## src/rtl/clock_set_ctrl.sv

```systemverilog
// Time-set controller: count-enable prescaler plus a set-mode FSM that edits hours/minutes/seconds.
// Optional display blink generation is enabled by defining BLINK_EN.
module clock_set_ctrl #(
    parameter int unsigned DIV        = 100_000_000,
    parameter int unsigned BLINK_HALF = 25_000_000
) (
    input  logic       CLK100MHZ,
    input  logic       reset_n,
    input  logic       btn_mode,
    input  logic       btn_inc,
    input  logic       btn_dec,
    input  logic [7:0] hours,
    input  logic [7:0] minutes,
    input  logic [7:0] seconds,
    output logic       tick,
    output logic       load,
    output logic [7:0] newHours,
    output logic [7:0] newMinutes,
    output logic [7:0] newSeconds,
    output logic [1:0] set_field,
    output logic       blink
);

    localparam int unsigned PW = (DIV > 1) ? $clog2(DIV) : 1;

    if (DIV < 2) begin : g_bad_div
        $error("clock_set_ctrl: DIV must be at least 2");
    end
    if (BLINK_HALF < 1) begin : g_bad_blink
        $error("clock_set_ctrl: BLINK_HALF must be at least 1");
    end

    typedef enum logic [2:0] {
        S_INIT,
        S_RUN,
        S_SET_H,
        S_SET_M,
        S_SET_S,
        S_COMMIT
    } state_t;

    state_t          r_state, w_state_nxt;
    logic [PW-1:0]   r_presc, w_presc_nxt;
    logic            r_tick, w_tick_nxt;
    logic            r_load, w_load_nxt;
    logic [7:0]      r_h, r_m, r_s;
    logic [7:0]      w_h_nxt, w_m_nxt, w_s_nxt;
    logic [1:0]      r_field, w_field_nxt;
    logic            w_step;

    // Pressing inc and dec together cancels out
    assign w_step = btn_inc ^ btn_dec;

    function automatic logic [7:0] wrap_step(input logic [7:0] v, input logic [7:0] lim,
                                             input logic up);
        if (up) return (v == lim - 8'd1) ? 8'd0 : v + 8'd1;
        else    return (v == 8'd0) ? lim - 8'd1 : v - 8'd1;
    endfunction

    always_comb begin
        w_state_nxt = r_state;
        w_presc_nxt = '0;
        w_tick_nxt  = 1'b0;
        w_load_nxt  = 1'b0;
        w_h_nxt     = r_h;
        w_m_nxt     = r_m;
        w_s_nxt     = r_s;
        unique case (r_state)
            S_INIT: begin
                w_load_nxt  = 1'b1;
                w_h_nxt     = '0;
                w_m_nxt     = '0;
                w_s_nxt     = '0;
                w_state_nxt = S_RUN;
            end
            S_RUN: begin
                if (btn_mode) begin
                    w_state_nxt = S_SET_H;
                    w_h_nxt     = (hours   >= 8'd24) ? '0 : hours;
                    w_m_nxt     = (minutes >= 8'd60) ? '0 : minutes;
                    w_s_nxt     = (seconds >= 8'd60) ? '0 : seconds;
                end else if (r_presc == PW'(DIV - 1)) begin
                    w_tick_nxt = 1'b1;
                end else begin
                    w_presc_nxt = r_presc + 1'b1;
                end
            end
            S_SET_H: begin
                if (btn_mode)    w_state_nxt = S_SET_M;
                else if (w_step) w_h_nxt = wrap_step(r_h, 8'd24, btn_inc);
            end
            S_SET_M: begin
                if (btn_mode)    w_state_nxt = S_SET_S;
                else if (w_step) w_m_nxt = wrap_step(r_m, 8'd60, btn_inc);
            end
            S_SET_S: begin
                if (btn_mode)    w_state_nxt = S_COMMIT;
                else if (w_step) w_s_nxt = wrap_step(r_s, 8'd60, btn_inc);
            end
            S_COMMIT: begin
                w_load_nxt  = 1'b1;
                w_state_nxt = S_RUN;
            end
            default: w_state_nxt = S_INIT;
        endcase

        unique case (w_state_nxt)
            S_SET_H: w_field_nxt = 2'd1;
            S_SET_M: w_field_nxt = 2'd2;
            S_SET_S: w_field_nxt = 2'd3;
            default: w_field_nxt = 2'd0;
        endcase
    end

    always_ff @(posedge CLK100MHZ or negedge reset_n) begin
        if (!reset_n) begin
            r_state <= S_INIT;
            r_presc <= '0;
            r_tick  <= 1'b0;
            r_load  <= 1'b0;
            r_h     <= '0;
            r_m     <= '0;
            r_s     <= '0;
            r_field <= '0;
        end else begin
            r_state <= w_state_nxt;
            r_presc <= w_presc_nxt;
            r_tick  <= w_tick_nxt;
            r_load  <= w_load_nxt;
            r_h     <= w_h_nxt;
            r_m     <= w_m_nxt;
            r_s     <= w_s_nxt;
            r_field <= w_field_nxt;
        end
    end

    assign tick       = r_tick;
    assign load       = r_load;
    assign newHours   = r_h;
    assign newMinutes = r_m;
    assign newSeconds = r_s;
    assign set_field  = r_field;

`ifdef BLINK_EN
    localparam int unsigned BW = (BLINK_HALF > 1) ? $clog2(BLINK_HALF) : 1;

    logic [BW-1:0] r_bcnt, w_bcnt_nxt;
    logic          r_blink, w_blink_nxt;
    logic          w_in_set, w_in_set_nxt;

    assign w_in_set     = (r_state == S_SET_H) || (r_state == S_SET_M) || (r_state == S_SET_S);
    assign w_in_set_nxt = (w_field_nxt != 2'd0);

    // Any entry, advance or effective edit restarts the blink phase visible
    always_comb begin
        w_bcnt_nxt  = '0;
        w_blink_nxt = 1'b0;
        if (w_in_set_nxt) begin
            if (!w_in_set || btn_mode || w_step) begin
                w_blink_nxt = 1'b1;
            end else if (r_bcnt == BW'(BLINK_HALF - 1)) begin
                w_blink_nxt = ~r_blink;
            end else begin
                w_bcnt_nxt  = r_bcnt + 1'b1;
                w_blink_nxt = r_blink;
            end
        end
    end

    always_ff @(posedge CLK100MHZ or negedge reset_n) begin
        if (!reset_n) begin
            r_bcnt  <= '0;
            r_blink <= 1'b0;
        end else begin
            r_bcnt  <= w_bcnt_nxt;
            r_blink <= w_blink_nxt;
        end
    end

    assign blink = r_blink;
`else
    assign blink = 1'b0;
`endif

endmodule

```

## config.mk

```make
export PLATFORM = sky130hd
export DESIGN_NAME = clock_set_ctrl
export DESIGN_NICKNAME = d
export VERILOG_FILES = /design/src/rtl/clock_set_ctrl.sv
export SDC_FILE = /design/constraint.sdc
export NUM_CORES = 1
export LEC_CHECK = 0
export BUFFER_PORTS_ARGS = -buffer_cell sky130_fd_sc_hd__buf_2
export CAP_MARGIN = 20
export CORE_UTILIZATION = 45
export DETAILED_ROUTE_END_ITERATION = 12
export PLACE_DENSITY = 0.68
export REMOVE_ABC_BUFFERS = 1
export SLEW_MARGIN = 20
export SYNTH_ARGS = -nofsm -noshare
export SYNTH_HDL_FRONTEND = slang
export SYNTH_SLANG_ARGS = --single-unit
```

## constraint.sdc

```tcl
create_clock -name CLK100MHZ -period 2 [get_ports CLK100MHZ]
set_input_delay 0.3 -clock CLK100MHZ [delete_from_list [all_inputs] [get_ports CLK100MHZ]]
set_output_delay 0.3 -clock CLK100MHZ [all_outputs]
set_load 0.005 [all_outputs]
```

---- After elaboration in Yosys (flattened, before gate mapping) ----
Index checks and enable logic that the tools add are counted.
W data, S select, Z words.
cells by class
  add/subtract/negate cells ............... 7
  order comparisons ....................... 3
  equality and inequality tests ........... 19
  mux-type cells .......................... 37
  bitwise operators ....................... 1
  reductions and logical operators ........ 11
operators with widths
  operator                 number
  $mux W8                  21
  $mux W27                 3
  $pmux W8 S3              3
  $add A27 B1 Y27 const B  1
  $eq A27 B27 Y1 const B   1
  $add A8 B1 Y8 const B    3
  $logic_not A8 Y1         3
  $sub A8 B1 Y8 const B    3
  $eq A8 B6 Y1 const B     2
  $ge A8 B6 Y1 const B     2
  $pmux W3 S5              1
  $ne A2 B2 Y1 const B     7
  $eq A3 B2 Y1 const B     4
  $mux W3                  4
  $reduce_and A4 Y1        3
  $eq A3 B3 Y1 const B     3
  $reduce_bool A3 Y1       3
  $eq A8 B5 Y1 const B     1
  $ge A8 B5 Y1 const B     1
  $pmux W2 S3              1
  $mux W1                  4
  $eq A3 B1 Y1 const B     1
  $logic_not A3 Y1         1
  $reduce_or A2 Y1         1
  $xor A1 B1 Y1            1
word-level totals
  flip-flop bits (word level) ............. 58
  bits of input ports ..................... 29
  output and inout port bits .............. 29
  logic and storage cells ................. 86

---- Logic depth before layout (Yosys ltp) ----
Gate-level depths: netlist of the first run.
  depth after elaboration ................. 6
  depth in mapped cells ................... 8
  mapped depth without buffers ............ 7

---- Worst setup path after synthesis of the first run ----
No wires, ideal clock.
  path kind ............................... register to register
  from .................................... register r_h[0] (netlist: newHours[0])
  to ...................................... register r_h[3] (netlist: newHours[3])
  data arrival time ....................... 1.841 ns
  data required time ...................... 1.876 ns
  slack ................................... 0.035 ns
  stages on the path, launching flop included .. 8
  period minus slack after synthesis ...... 1.965 ns
  cells stage by stage .................... dfrtp_1 -> inv_1 -> ha_1 -> or4b_4 -> nor4_4 -> o32ai_1 -> a221oi_2 -> nor2_1
on the way
  longest elaborated chain between the ends .. 6
  elaborated cells between the ends (all ways) .. 10
ends and longest elaborated chain
  item                                   RTL line  source
  from (decl)                            46        logic [7:0] r_h, r_m, r_s;
  from (signal assigned)                 130       r_h <= w_h_nxt;
  $sub A8 B1 Y8 (tied with other cells)  57        else return (v == 8'd0) ? lim - 8'd1 : v - 8'd1;
  $mux W8 (on tied branches)             57, 56
  $mux W8 (*)                            56        if (up) return (v == lim - 8'd1) ? 8'd0 : v + 8'd1;
  $mux W8 (*)                            90        else if (w_step) w_h_nxt = wrap_step(r_h, 8'd24, btn_inc);
  $mux W8 (*)                            89        if (btn_mode) w_state_nxt = S_SET_M;
  $pmux W8 S3 (*)                        68        unique case (r_state)
Every way passes the cells marked *; elsewhere a longest branch is shown, timed or not. The select of a mux whose other input is x is not followed.
A chain may end at the register's enable or synchronous reset.

---- Final worst setup path of the first run ----
  from .................................... register r_h[1] (netlist: newHours[1])
  to ...................................... register r_h[3] (netlist: newHours[3])
Same word-level chain as after synthesis.

==> results.md, run 1 <==
- H-tree Lvls: 3
- Via-to-Cell Ratio: 5.76
- DRC viols: 0
- Top_reg_cell synth: dfrtp_1
- Number of enable flip-flop cells after synthesis: 0
- Worst skew pair latency: 0.34 ns
- Die area: 0.00917 mm2
- Vias in the first global route: 3,535
- Switching power: 0.00250 W
- CTS Buffer Depth: 2
- Clock Power Share: 20.3%
- Comb power frac: 50.8%
- Hold_ws: 0.208 ns
- Worst Hold Class: in -> reg
- Required time worst endpoint: 2.23 ns
- Final Hold Viols: 0
- Initial Util: 47.4%
- Antenna cells: 0
- Register area share after synthesis: 36.7%
- Pin count of the biggest net entering global routing: 35
- Initial antenna violation count: 0
- Detail Route Antenna Nets: 0
- Power Density: 1250 mW/mm2
- Height of the die: 95.7 um
- Post-layout min period: 1.96 ns
- Share of cells above drive strength 1: 25.1%
- Power Internal: 0.00356 W
- Synth Warn #: 0
- Layout Area Growth over Synthesis: 22.8%
- Yosys cell types: 67
- Buffers on Ports: 56
- Async set-or-reset flop fraction in the synthesized netlist: 100%
- Syn avg cell area: 8.71 um2
- Mapped Area: 0.00395 mm2
- Maximum clock frequency: 510 MHz
- CP arrival: 2.19 ns
- Worst Tran Pin Value: 0.576 ns
- CTS sink cnt: 58
- Post-DP HPWL: 7190 um
- Sw Ratio: 41.3%
- Starting DRC count in detailed routing: 143
- CP Class: reg -> reg
- Avg WL per Cell: 15.2 um
- Placed Area: 0.00455 mm2
- Post-Synthesis Cells: 454
- CP max FO: 4
- Max IR drop VDD: 725 uV
- CP endpoint kind: register
- Worst slew margin: 61.6%
- IO Pins: 58
- DIE WIDTH: 95.7 um
- Core area: 0.00834 mm2
- Final Wtd Congestion: 0.877
- CTS tree: built
- Leakage Power: 2.09 nW
- Total Power: 0.00606 W
- Clk slew on worst S/H paths: 0.07 ns
- CTS root buffer: clkbuf_8
- Final Cell Area: 0.00486 mm2
- Pre-Repair DR Iteration Count: 4
- Setup violators final: 0
- Total CTS buffers: 9
- Num rows: 33
- CP Launch Type: register
- GR Overflow Total: 0
- WL final: 9860 um
- Yosys reg bits: 58
- Clock Skew: 0.00726 ns
- Nets@finish: 574
- First-pass GRT wire length: 16,500 um
- Max Cap Viol: 0
- Part of the cycle the worst path needs: 98.1%
- Final slew viol count: 0
- Sequential power share: 28.9%
- Status: completed
- Vias: 3,724
- GRT Total Usage: 23.1%
==> synthesized netlist by cell type (4+ instances only) <==
master    instances  share of area, %
a211o_1           4              0.89
a211oi_1          4              0.76
a21oi_1          21               2.7
a22oi_1           4              0.76
a31oi_1           9               1.4
and3_1            8               1.3
buf_2            10               1.3
clkbuf_1          9              0.85
dfrtp_1          58                37
ha_1              8               2.5
inv_1            15               1.4
nand2_1          26               2.5
nand2b_1          8               1.3
nand3_1          27               3.4
nand3b_1          4              0.76
nand4_1          18               2.8
nor2_1           60               5.7
nor3_1           22               2.8
nor4_1           10               1.6
o21ai_0          10               1.3
xnor2_1          15               3.3
xor2_1           26               5.8
==> through the flow <==
| stage | setup TNS [ns] | util (%) | instances | setup slack, ns |
|---|---|---|---|---|
| after floorplan | -0.212 | - | 427 | -0.00848 |
| after global placement | 0 | 54.5 | 628 | 0.116 |
| after detailed placement | 0 | 54.5 | 628 | 0.0534 |
| after CTS | 0 | 57.4 | 645 | 0.0482 |
| after global routing | -0.0780 | 58.2 | 647 | -0.0471 |
| final | 0 | 58.2 | 647 | 0.0386 |
==> routing by layer <==
metal	vias to the layer above	routed length [um]	GRT usage, %
li1	1830	-	-
met1	1788	4570	29.7
met2	98	4800	39.0
met3	8	385	4.82
met4	0	102	6.72
met5	-	0	0
==> timing repair <==
action / in CTS / in global routing
gates resized for setup: 0 / 11
setup endpoints to repair: 0 / 9
hold endpoints to repair: 24 / 0
hold buffers: 1 / 0
buffers inserted: 0 / 2
==> critical path, cell delays in order, from the launching register on <==
cell and delay, ns:
dfrtp_1 0.38, inv_1 0.11, ha_4 0.14, or4b_4 0.50, nor4_4 0.30, o32ai_2 0.13, a221oi_2 0.23, nor2_1 0.05
==> sequential cells by signal, summed over array words and instances, names as in the netlist <==
register,count
r_presc,27
newHours,8
newMinutes,8
newSeconds,8
r_state,3
set_field,2
load,1
tick,1
==> layout make-up <==
cell class	instances	area (um2)
inverters	15	56.3
multi-input cells	354	2360
flip-flops and latches	58	1450
well taps	105	131
clock inverters	6	90.1
fillers	775	3480
clock buffers	10	138
repair buffers	99	634
==> cell usage in the layout, fill, tap and decap left out, types with 3 or more instances in the layout <==
cell / instances
a211o_1: 4
a211oi_1: 4
a21boi_0: 3
a21o_1: 3
a21oi_1: 21
a221oi_1: 3
a22o_1: 3
a22oi_1: 4
a311oi_1: 3
a31oi_1: 9
and3_1: 8
and4_1: 3
buf_2: 56
buf_4: 39
clkbuf_8: 10
dfrtp_1: 58
ha_1: 6
inv_1: 14
nand2_1: 26
nand2b_1: 8
nand3_1: 27
nand3b_1: 4
nand4_1: 18
nor2_1: 60
nor3_1: 22
nor3b_1: 3
nor4_1: 10
o21ai_0: 9
or2_2: 3
xnor2_1: 15
xor2_1: 26
==> power groups by stage <==
stage	Clock, W	Combinational, W	Sequential [W]
detailed placement	0	0.00296	0.00176
CTS	0.00127	0.00297	0.00174
global placement	0	0.00290	0.00175
floorplan	0	0.00160	0.00191
global route	0.00131	0.00340	0.00180
finish	0.00123	0.00308	0.00175
==> cell families after synthesis <==
group                    synth area share (%)
XOR/XNOR                                 9.78
AND/OR/NAND/NOR                          28.3
adder cells (fa/ha/maj)                  2.53
multiplexers                            0.506
AO/OA/AOI/OAI                            17.1
flip-flops                               36.7
buffers and inverters                    5.06
other                                  0.0948
==> path summary, 6_finish.rpt <==
kind | slack (ns) | end | startpoint | cells past startpoint
hold / removal | 0.21 | newHours[0] | hours[0] | 3
min in group asynchronous | 0.49 | r_presc[25] | reset_n | 2
hold reg to reg | 0.49 | r_presc[0] | r_presc[0] | 1
setup / recovery | 0.04 | newHours[3] | newHours[1] | 7
max in group asynchronous | 0.92 | newMinutes[7] | reset_n | 3
setup reg to reg | 0.04 | newHours[3] | newHours[1] | 7
No activity file was read; power rests on OpenSTA's default activity.
==> inputs of run 2 (changes only) <==
Settings changed: REMOVE_ABC_BUFFERS 1 to unset.
==> results.md, run 2 (same netlist as run 1, synthesis figures left out) <==
- Comb power frac: 51.3%
- Core area: 0.00834 mm2
- Sw Ratio: 41.4%
- CP arrival: 2.17 ns
- Min-Delay Path Depth: 3
- CTS tree: built
- Status: completed
- Clk slew on worst S/H paths: 0.07 ns
- Setup violators final: 0
- Placed cells: 632
- Clock Skew: 0.00680 ns
- Total CTS buffers: 9
- CP Class: reg -> reg
- Synthesized net count: 491
- Largest register by flop count: r_presc
- Switching power: 0.00252 W
- GRT Total Usage: 23.8%
- Reg2reg end: newHours[5]
- Hold_ws: 0.203 ns
- Num rows: 33
- CTS root buffer: clkbuf_8
- CP Cell Sequence: inv_2 -> ha_2 -> or4b_4 -> nor4_4 -> buf_4 -> nor4_1 -> nor3_1 -> a31oi_1
- Pre-Repair DR Iteration Count: 5
- CP bufs+invs: 2
- Max reg flops: 27
- Max Cap Viol: 0
- Total Power: 0.00609 W
- Part of the cycle the worst path needs: 97.4%
- Commonest non-fill, non-tap cell in the layout: nor2_1
- Maximum clock frequency: 513 MHz
- Initial antenna violation count: 1
- Detail Route Antenna Nets: 0
- Worst hold start: hours[0]
- Sequential power share: 28.6%
- Final Wtd Congestion: 0.891
- GR Overflow Total: 0
- First-pass GRT wire length: 16,900 um
- Worst Hold End: newHours[0]
- Final Cell Area: 0.00486 mm2
- Share of cells above drive strength 1: 25.5%
- Worst Tran Pin Value: 0.562 ns
- Required time worst endpoint: 2.22 ns
- Nets@finish: 577
- Worst Hold Class: in -> reg
- Leakage Power: 2.11 nW
- Worst slew margin: 62.2%
- CP endpoint kind: register
- Final Hold Viols: 0
- Layout Area Growth over Synthesis: 22.9%
- CTS sink cnt: 58
- Final slew viol count: 0
- Worst skew pair latency: 0.34 ns
- CTS Buffer Depth: 2
- Post-DP HPWL: 7350 um
- Via-to-Cell Ratio: 5.85
- Placed Area: 0.00459 mm2
- Unrepaired setup endpoints after global routing: true
- CP max FO: 4
- Height of the die: 95.7 um
- Setup slack, reg-to-reg: 0.05 ns
- Pin count of the biggest net entering global routing: 36
- Clock Power Share: 20.1%
- Slowest CP cell: or4b_4
- Avg WL per Cell: 15.6 um
- Max IR drop VDD: 619 uV
- CP Launch Type: register
- WL final: 10,100 um
- Power Density: 1250 mW/mm2
- Critical Path Start: newHours[0]
- Vias in the first global route: 3,508
- Most frequent cells in the layout: 60 x nor2_1, 58 x dfrtp_1, 56 x buf_2, 42 x buf_4
- Reg2Reg Depth: 8
- R2r startpoint: newHours[0]
- DRC viols: 0
- H-tree Lvls: 3
- Starting DRC count in detailed routing: 267
- Worst stage delay on the critical path: 0.51 ns
- Vias: 3,809
- Fin cells: 651
- Die area: 0.00917 mm2
- IO Pins: 58
- DIE WIDTH: 95.7 um
- CP delay by family, top: simple AND/OR/NAND/NOR gates
- Buffers on Ports: 56
- Post-layout min period: 1.95 ns
- Power Internal: 0.00357 W
- Initial Util: 47.4%
-- run 2: worst min-delay path: cells and delay by family --
family / cells / cell delay [ns]
AOI/OAI and AO/OA: 1 / 0.07
and+or+nand+nor: 1 / 0.05
buffers and inverters: 1 / 0.08
-- run 2: worst max path at each step --
| stage | end | cells after the start | slack, ns |
|---|---|---|---|
| global route | newHours[3] | 7 | -0.04 |
| floorplan | newHours[3] | 7 | 0.04 |
| finish | newHours[5] | 8 | 0.05 |
| global placement | newHours[3] | 7 | 0.11 |
| detailed placement | newHours[3] | 7 | 0.05 |
| CTS | newHours[3] | 7 | 0.04 |
-- run 2: power groups by stage --
stage	sequential, W	combinational (W)	clock [W]
4_1_cts	0.00173	0.00303	0.00124
3_3_place_gp	0.00174	0.00295	0
6_report	0.00174	0.00312	0.00122
3_5_place_dp	0.00175	0.00302	0
5_1_grt	0.00178	0.00346	0.00129
2_1_floorplan	0.00167	0.00201	0
-- run 2: final cells by class --
cell class | count | area [um2]
inverter | 15 | 56.3
sequential | 58 | 1450
tap | 105 | 131
clock inverter | 5 | 77.6
clock buffer | 11 | 141
antenna | 1 | 2.50
fill | 769 | 3480
multi-input combinational | 354 | 2330
timing repair buffer | 102 | 666
-- run 2: timing repair --
action,4_1_cts,5_1_grt
hold buffers,1,0
hold endpoints to repair,15,0
buffers inserted,0,1
gates resized for setup,0,9
endpoints found under the setup margin,0,13
-- run 2: routing by layer --
| metal | vias up | routed length (um) | track usage [%] |
|---|---|---|---|
| li1 | 1831 | - | - |
| met1 | 1836 | 4790 | 34.0 |
| met2 | 126 | 4670 | 36.2 |
| met3 | 16 | 507 | 4.58 |
| met4 | 0 | 178 | 8.08 |
| met5 | - | 0 | 0 |
-- run 2: metrics by stage --
stage	utilization (%)	setup WS, ns	setup TNS, ns
floorplan	-	0.0350	0
global placement	55.0	0.107	0
detailed placement	55.0	0.0538	0
CTS	57.8	0.0355	0
global route	58.3	-0.0352	-0.0711
finish	58.3	0.0519	0
==> inputs of run 3 (changes only) <==
Settings changed: MAX_ROUTING_LAYER set to met4.
==> results.md, run 3 (same netlist as run 1, synthesis figures left out) <==
- Status: completed
- Pre-Repair DR Iteration Count: 5
- Min-Delay Path Depth: 3
- Max Cap Viol: 0
- Worst hold start: hours[0]
- CP Launch Type: register
- Fillers: 754
- Avg WL per Cell: 15.3 um
- First-pass GRT wire length: 16,700 um
- Fin cells: 648
- Clk slew on worst S/H paths: 0.07 ns
- Worst Hold End: newHours[0]
- Power Density: 1210 mW/mm2
- Max reg flops: 27
- CP max FO: 7
- Worst slew margin: 60.5%
- Final Wtd Congestion: 0.909
- DIE WIDTH: 95.7 um
- Synthesized net count: 491
- Placed Area: 0.00458 mm2
- Reg2reg end: newHours[4]
- H-tree Lvls: 3
- Core Util, Final: 57.5%
- Core area: 0.00834 mm2
- Worst skew pair latency: 0.33 ns
- CTS Buffer Depth: 2
- CP endpoint kind: register
- GRT Total Usage: 24.3%
- CTS sink cnt: 58
- Worst Tran Pin Value: 0.588 ns
- Commonest non-fill, non-tap cell in the layout: nor2_1
- Share of cells above drive strength 1: 24.7%
- Hold_ws: 0.204 ns
- CTS tree: built
- Worst Hold Class: in -> reg
- WL final: 9930 um
- CP Class: reg -> reg
- Post-layout min period: 1.94 ns
- Total CTS buffers: 9
- Nets@finish: 577
- Vias: 3,777
- CP arrival: 2.15 ns
- Max IR drop VDD: 615 uV
- Largest register by flop count: r_presc
- Die area: 0.00917 mm2
- Total Power: 0.00582 W
- Maximum clock frequency: 515 MHz
- Reg2Reg Depth: 8
- Unrepaired setup endpoints after global routing: true
- Post-DP HPWL: 7170 um
- Setup slack, reg-to-reg: 0.06 ns
- GR Overflow Total: 0
- Pin count of the biggest net entering global routing: 59
- Final Hold Viols: 0
- Part of the cycle the worst path needs: 97.1%
- Placed cells: 631
- Most frequent cells in the layout: 60 x nor2_1, 58 x dfrtp_1, 56 x buf_2, 42 x buf_4, 27 x nand3_1
- Vias in the first global route: 3,521
- Via-to-Cell Ratio: 5.83
- Leakage Power: 2.09 nW
- Final slew viol count: 0
- Initial antenna violation count: 0
- Num rows: 33
- Detail Route Antenna Nets: 0
- Starting DRC count in detailed routing: 293
- Clock Skew: 0.00671 ns
- Initial Util: 47.4%
- Antenna cells: 0
- Required time worst endpoint: 2.21 ns
- Height of the die: 95.7 um
- CTS root buffer: clkbuf_8
- IO Pins: 58
- Buffers on Ports: 56
- R2r startpoint: newHours[0]
- Final Cell Area: 0.00479 mm2
- Setup violators final: 0
- Layout Area Growth over Synthesis: 21.3%
- DRC viols: 0
## run 3: how the worst max path moves through the flow
stage                startpoint          end  cells after the start
CTS                 newHours[0]  newHours[3]                      7
global placement    newHours[0]  newHours[3]                      7
detailed placement  newHours[0]  newHours[3]                      7
floorplan           newHours[0]  newHours[3]                      7
global route        newHours[0]  newHours[3]                      7
finish              newHours[0]  newHours[4]                      8
## run 3: per-stage QoR
| step | TNS (ns) | setup slack, ns |
|---|---|---|
| 2_1_floorplan | 0 | 0.0350 |
| 3_3_place_gp | 0 | 0.0977 |
| 3_5_place_dp | 0 | 0.0482 |
| 4_1_cts | 0 | 0.0361 |
| 5_1_grt | -0.101 | -0.0475 |
| 6_report | 0 | 0.0585 |
## run 3: repair_timing
action                                 CTS  global route
gates resized for setup                  0             3
hold buffers                             1             0
setup buffers                            0             2
endpoints found under the hold margin   58             0
setup endpoints to repair                0             6
## run 3: final cells by class
class,instances,area [um2],area share [%]
Multi-Input combinational cell,354,2310,48.2
Timing Repair Buffer,102,666,13.9
Sequential cell,58,1450,30.3
Inverter,15,56.3,1.17
Clock inverter,2,12.5,0.261
Tap cell,105,131,2.74
Clock buffer,12,165,3.44
## run 3: power by group
group | switching (W) | leakage, nW | internal, W | total, W
Combinational | 0.00167 | 1.22 | 0.00141 | 0.00308
Clock | 0.000456 | 0.0903 | 0.000535 | 0.000991
Sequential | 0.000333 | 0.780 | 0.00142 | 0.00175
## run 3: worst max-delay path, cell delays in order, from the launching register on
cell and delay (ns):
dfrtp_1 0.36, buf_4 0.11, buf_4 0.12, ha_1 0.21, nand4b_1 0.15, o41ai_2 0.30
nor3_1 0.10, a2111oi_0 0.40, nor2_1 0.07
## run 3: metal layers
metal / track usage [%] / share of wire (%) / vias to the layer above
met3: 4.66 / 6.3 / 13
met4: 7.09 / 1.2 / 0
met1: 33.6 / 47 / 1799
met5: - / 0 / -
met2: 36.2 / 46 / 140
li1: - / - / 1825
